File: src/rtl/mem_arbiter.sv
// Two-requester memory arbiter: recorder writes, replayer reads, one access in flight.
module mem_arbiter #(
  parameter int unsigned ADDR_W = 8,
  parameter int unsigned DATA_W = 8,
  parameter int unsigned RD_LAT = 1
) (
  input  logic              clk,
  input  logic              rst_n,
  input  logic              rec_req,
  input  logic [ADDR_W-1:0] rec_addr,
  input  logic [DATA_W-1:0] rec_wdata,
  output logic              rec_ack,
  input  logic              ply_req,
  input  logic [ADDR_W-1:0] ply_addr,
  output logic              ply_ack,
  output logic [DATA_W-1:0] ply_rdata,
  output logic              mem_rd,
  output logic              mem_wr,
  output logic [ADDR_W-1:0] mem_addr,
  output logic [DATA_W-1:0] mem_wdata,
  input  logic [DATA_W-1:0] mem_rdata,
  output logic              disp_valid,
  output logic [DATA_W-1:0] disp_data
);

  localparam int unsigned CNT_W = 3;

  typedef enum logic [1:0] {
    S_IDLE  = 2'd0,
    S_WRITE = 2'd1,
    S_READ  = 2'd2,
    S_WAIT  = 2'd3
  } state_e;

  state_e            state_q, state_d;
  logic [CNT_W-1:0]  cnt_q, cnt_d;
  logic              last_ply_q, last_ply_d;  // 1: replayer was granted most recently
  logic              mask_q, mask_d;          // first IDLE cycle after an ack
  logic              mem_rd_q, mem_rd_d;
  logic              mem_wr_q, mem_wr_d;
  logic [ADDR_W-1:0] mem_addr_q, mem_addr_d;
  logic [DATA_W-1:0] mem_wdata_q, mem_wdata_d;
  logic              rec_ack_q, rec_ack_d;
  logic              ply_ack_q, ply_ack_d;
  logic              disp_valid_q, disp_valid_d;
  logic              rec_eff, ply_eff, grant_rec, grant_ply;

  // Next-state, arbitration and registered-output computation.
  always_comb begin
    state_d      = state_q;
    cnt_d        = cnt_q;
    last_ply_d   = last_ply_q;
    mask_d       = 1'b0;
    mem_rd_d     = 1'b0;
    mem_wr_d     = 1'b0;
    mem_addr_d   = mem_addr_q;
    mem_wdata_d  = mem_wdata_q;
    rec_ack_d    = 1'b0;
    ply_ack_d    = 1'b0;
    disp_valid_d = 1'b0;
    grant_rec    = 1'b0;
    grant_ply    = 1'b0;
    // The requester acknowledged last cycle still has its req up; ignore it once.
    rec_eff = rec_req & ~(mask_q & ~last_ply_q);
    ply_eff = ply_req & ~(mask_q & last_ply_q);

    case (state_q)
      S_IDLE: begin
        if (rec_eff && ply_eff) begin
          grant_rec = last_ply_q;
          grant_ply = ~last_ply_q;
        end else begin
          grant_rec = rec_eff;
          grant_ply = ply_eff;
        end
        if (grant_rec) begin
          state_d      = S_WRITE;
          mem_wr_d     = 1'b1;
          mem_addr_d   = rec_addr;
          mem_wdata_d  = rec_wdata;
          rec_ack_d    = 1'b1;
          disp_valid_d = 1'b1;
          last_ply_d   = 1'b0;
        end else if (grant_ply) begin
          state_d    = S_READ;
          mem_rd_d   = 1'b1;
          mem_addr_d = ply_addr;
          last_ply_d = 1'b1;
          cnt_d      = '0;
        end
      end
      S_WRITE: begin
        state_d = S_IDLE;
        mask_d  = 1'b1;
      end
      S_READ: begin
        state_d      = S_WAIT;
        cnt_d        = CNT_W'(1);
        ply_ack_d    = (RD_LAT == 1);
        disp_valid_d = (RD_LAT == 1);
      end
      S_WAIT: begin
        if (cnt_q == CNT_W'(RD_LAT)) begin
          state_d = S_IDLE;
          mask_d  = 1'b1;
          cnt_d   = '0;
        end else begin
          cnt_d        = cnt_q + CNT_W'(1);
          ply_ack_d    = (cnt_d == CNT_W'(RD_LAT));
          disp_valid_d = (cnt_d == CNT_W'(RD_LAT));
        end
      end
      default: state_d = S_IDLE;
    endcase
  end

  // State and output registers; reset leaves recorder winning the first tie.
  always_ff @(posedge clk or negedge rst_n) begin
    if (!rst_n) begin
      state_q      <= S_IDLE;
      cnt_q        <= '0;
      last_ply_q   <= 1'b1;
      mask_q       <= 1'b0;
      mem_rd_q     <= 1'b0;
      mem_wr_q     <= 1'b0;
      mem_addr_q   <= '0;
      mem_wdata_q  <= '0;
      rec_ack_q    <= 1'b0;
      ply_ack_q    <= 1'b0;
      disp_valid_q <= 1'b0;
    end else begin
      state_q      <= state_d;
      cnt_q        <= cnt_d;
      last_ply_q   <= last_ply_d;
      mask_q       <= mask_d;
      mem_rd_q     <= mem_rd_d;
      mem_wr_q     <= mem_wr_d;
      mem_addr_q   <= mem_addr_d;
      mem_wdata_q  <= mem_wdata_d;
      rec_ack_q    <= rec_ack_d;
      ply_ack_q    <= ply_ack_d;
      disp_valid_q <= disp_valid_d;
    end
  end

  assign mem_rd     = mem_rd_q;
  assign mem_wr     = mem_wr_q;
  assign mem_addr   = mem_addr_q;
  assign mem_wdata  = mem_wdata_q;
  assign rec_ack    = rec_ack_q;
  assign ply_ack    = ply_ack_q;
  assign disp_valid = disp_valid_q;
  // Read data arrives in the ack cycle itself, so it is forwarded from the memory bus.
  assign ply_rdata  = ply_ack_q ? mem_rdata : '0;
  assign disp_data  = ply_ack_q ? mem_rdata : mem_wdata_q;

endmodule

File: config.mk
export PLATFORM = sky130hd
export DESIGN_NAME = mem_arbiter
export DESIGN_NICKNAME = d
export VERILOG_FILES = /design/src/rtl/mem_arbiter.sv
export SDC_FILE = /design/constraint.sdc
export NUM_CORES = 1
export LEC_CHECK = 0
export BUFFER_PORTS_ARGS = -buffer_cell sky130_fd_sc_hd__buf_2
export CORE_MARGIN = 2
export CORE_UTILIZATION = 30
export CTS_BUF_LIST = sky130_fd_sc_hd__clkbuf_4
export CTS_CLUSTER_SIZE = 25
export DETAILED_ROUTE_END_ITERATION = 6
export PLACE_DENSITY_LB_ADDON = 0.25
export SYNTH_ARGS = -nofsm -noshare
export SYNTH_HDL_FRONTEND = slang
export SYNTH_SLANG_ARGS = --single-unit
File: constraint.sdc
create_clock -name clk -period 2.45 [get_ports clk]
set_clock_uncertainty 0.1 [all_clocks]
set_input_delay 0.49 -clock clk [delete_from_list [all_inputs] [get_ports clk]]
set_output_delay 0.49 -clock clk [all_outputs]
set_load 0.005 [all_outputs]
==> key figures <==
Global route
  • Routing usage on met2: between 10% and 20%
  • First-pass GRT wire length: 4820 µm
  • Gr usage total: around 11%
  • Global route total overflow: 0
  • Top Usage Layer GRT: met2
  • M1 GR Usage: about 14%
  • Number of global-route vias before repair: 1057
  • Largest net degree at the start of global routing: 28
  • Met3 Usage GRT: 4.39%
  • Initial antenna violation count: 0

CTS
  • Clk buf depth: 2
  • Post-CTS Setup Bufs: 0
  • CTS clock-pin slew for the worst setup and hold paths: 0.15 ns
  • Worst skew pair latency: 0.32 ns
  • Post-CTS sizing: 0
  • Clock sinks: 27
  • Cts hold-fix bufs: 0
  • TritonCTS clock tree: yes
  • Total CTS buffers: 3
  • Root buffer cell: clkbuf_4
  • H-tree levels: 1

Route
  • Routed WL: roughly 3100 µm
  • Routed Antenna Nets: 0
  • Iter 0 DRT Violations: between 40 and 50
  • Via density: 4.77
  • Via count: 1202
  • Routed WL per cell: 12.3 µm
  • Drt pass-1 iters: 4
  • DRC viols: 0

Layout
  • Commonest non-fill, non-tap cell in the layout: buf_2
  • Total area of sequential cells: roughly 680 µm²
  • Diode count: 0
  • Area occupied by multi-input gates: 719 µm²
  • Layout cells sized above 1: 57.6%
  • Final Net Count: 235
  • Most frequent cells in the layout: buf_2, dfrtp_1, mux2_2
  • Post-route cell area: between 1500 and 2000 µm²
  • Filler instances: 457
  • Area grow syn2layout: 29.1%

Synthesis
  • Post-synth top area cell: dfrtp_1
  • Top FF cell, synth: dfrtp_1
  • Area contributors post-synth: dfrtp_1, mux2_2, a21bo_2, nand2_1, and2_1
  • Syn Nets: 167
  • Register area share after synthesis: between 40% and 50%
  • Mean area per synthesized cell: roughly 11 µm²
  • Synth Instances: 131
  • Post-synth top area share: around 45%
  • EDFF count, synth: 0
  • Ys Warns: 0
  • Cell area after synthesis: between 1000 and 1500 µm²
  • #FFs+latches synth: 27
  • Async S/R FF share, synth: 100%
  • Distinct cells, synth: 26

Power
  • PwrDens: 1060 nW/µm²
  • P_leak: 0.000943 µW
  • Worst vdd ir: 488 µV

Place
  • Number of I/O port buffers: between 70 and 80
  • Post-DP HPWL: ~2300 µm
  • GP Congestion: between 0.6 and 0.7
  • DP Area: 1850 µm²

Outcome
  • Run status: completed

Setup path
  • Worst path arrival time: 2.26 ns
  • Critical path class: reg2reg
  • Worst setup EP type: flip-flop
  • Crit path required time: 2.58 ns
  • Setup crit start kind: flip-flop
  • Critical path fanouts, max: 14

STA
  • Count of final hold-check violations: 0
  • Setup TNS: 0 ns
  • RSZ-0062 raised after global routing: false
  • Normalized max-slew margin: 56.1%
  • Max Slew Vio Count: 0
  • Fmax: between 400 and 500 MHz
  • Final setup fails: 0
  • Tmin final: 2.13 ns
  • Final Cycle Share: 87.0%
  • Measured slew at the worst slew-check pin: 0.658 ns

Die
  • Core Area: 4690 µm²
  • Die width: ~74 µm
  • Io pins: 73
  • Die Ht: 73.6 µm
  • Starting Density: 31.0%
  • Die area: approximately 5400 µm²
  • FP Rows: 25

Job
  • Max Cap Violations: 0

Worst hold path
  • Hold Crit Class: in2async
report_power, final:
| part | internal (µW) | switching [µW] |
|---|---|---|
| Clock | 62.4 | 136 |
| Sequential | 653 | 226 |
| Combinational | 557 | 358 |
metal layers:
layer  up-vias  routed length, µm
met5         -                  0
met4         0                 21
met3         2                306
met2        59               1340
met1       543               1440
li1        598                  -
synth_stat cells, types with 3 or more instances:
| master | n |
|---|---|
| o21ai_0 | 3 |
| clkbuf_1 | 8 |
| and2_1 | 8 |
| nor2b_1 | 3 |
| a21bo_2 | 8 |
| nand2_1 | 16 |
| nor2_1 | 4 |
| o22ai_1 | 8 |
| inv_1 | 4 |
| dfrtp_1 | 26 |
| mux2_2 | 25 |
metrics by stage:
step	total power [µW]	utilization [%]	setup WS [ns]	cells	hold WS, ns
3_5_place_dp	1820	39.4	0.301	248	0.390
6_report	1990	40.0	0.318	252	0.0372
5_1_grt	2180	40.0	0.203	252	0.0628
3_3_place_gp	1810	39.4	0.347	248	0.392
2_1_floorplan	1440	-	0.540	131	0.0944
4_1_cts	2030	40.0	0.292	252	0.0593
state kept, by name, indices dropped and copies added (netlist names):
signal,count
cnt_q,3
mem_addr,8
mem_wdata,8
disp_valid,1
ply_ack,1
mask_q,1
rec_ack,1
mem_rd,1
last_ply_q,1
state_q,2
final timing paths:
check / to / slack [ns] / depth (start not counted) / start
worst max-delay path: mem_addr[4] / 0.32 / 3 / last_ply_q
worst min-delay path: mem_wdata[3] / 0.04 / 1 / rst_n
worst max register to register: mem_addr[4] / 0.32 / 3 / last_ply_q
worst min register to register: mem_addr[4] / 0.42 / 1 / mem_addr[4]
max in group asynchronous: cnt_q[2] / 1.82 / 1 / rst_n
min in group clk: mem_wdata[2] / 0.28 / 2 / rec_wdata[2]
logic make-up after synthesis:
group / count (synthesis) / synth area share [%]
compound gates: 29 / 17.2
buf+inv: 14 / 3.96
flops: 27 / 46.6
mux: 26 / 20.1
simple gates: 35 / 12.2
layout make-up:
cell class              count  share of cell area (%)
multi-input cells          90                    38.3
flip-flops and latches     27                    36.1
repair buffers             73                    19.6
well taps                  54                    3.60
clock buffers               3                    1.20
inverters                   4                   0.800
clock inverters             1                   0.400
worst max-delay path, cell delays in order, from the launching register on:
cell,delay (ns)
dfstp_2,0.70
mux2i_1,0.15
a2111oi_4,0.69
mux2_2,0.40
Note: power is estimated with default switching activity, not from simulation.
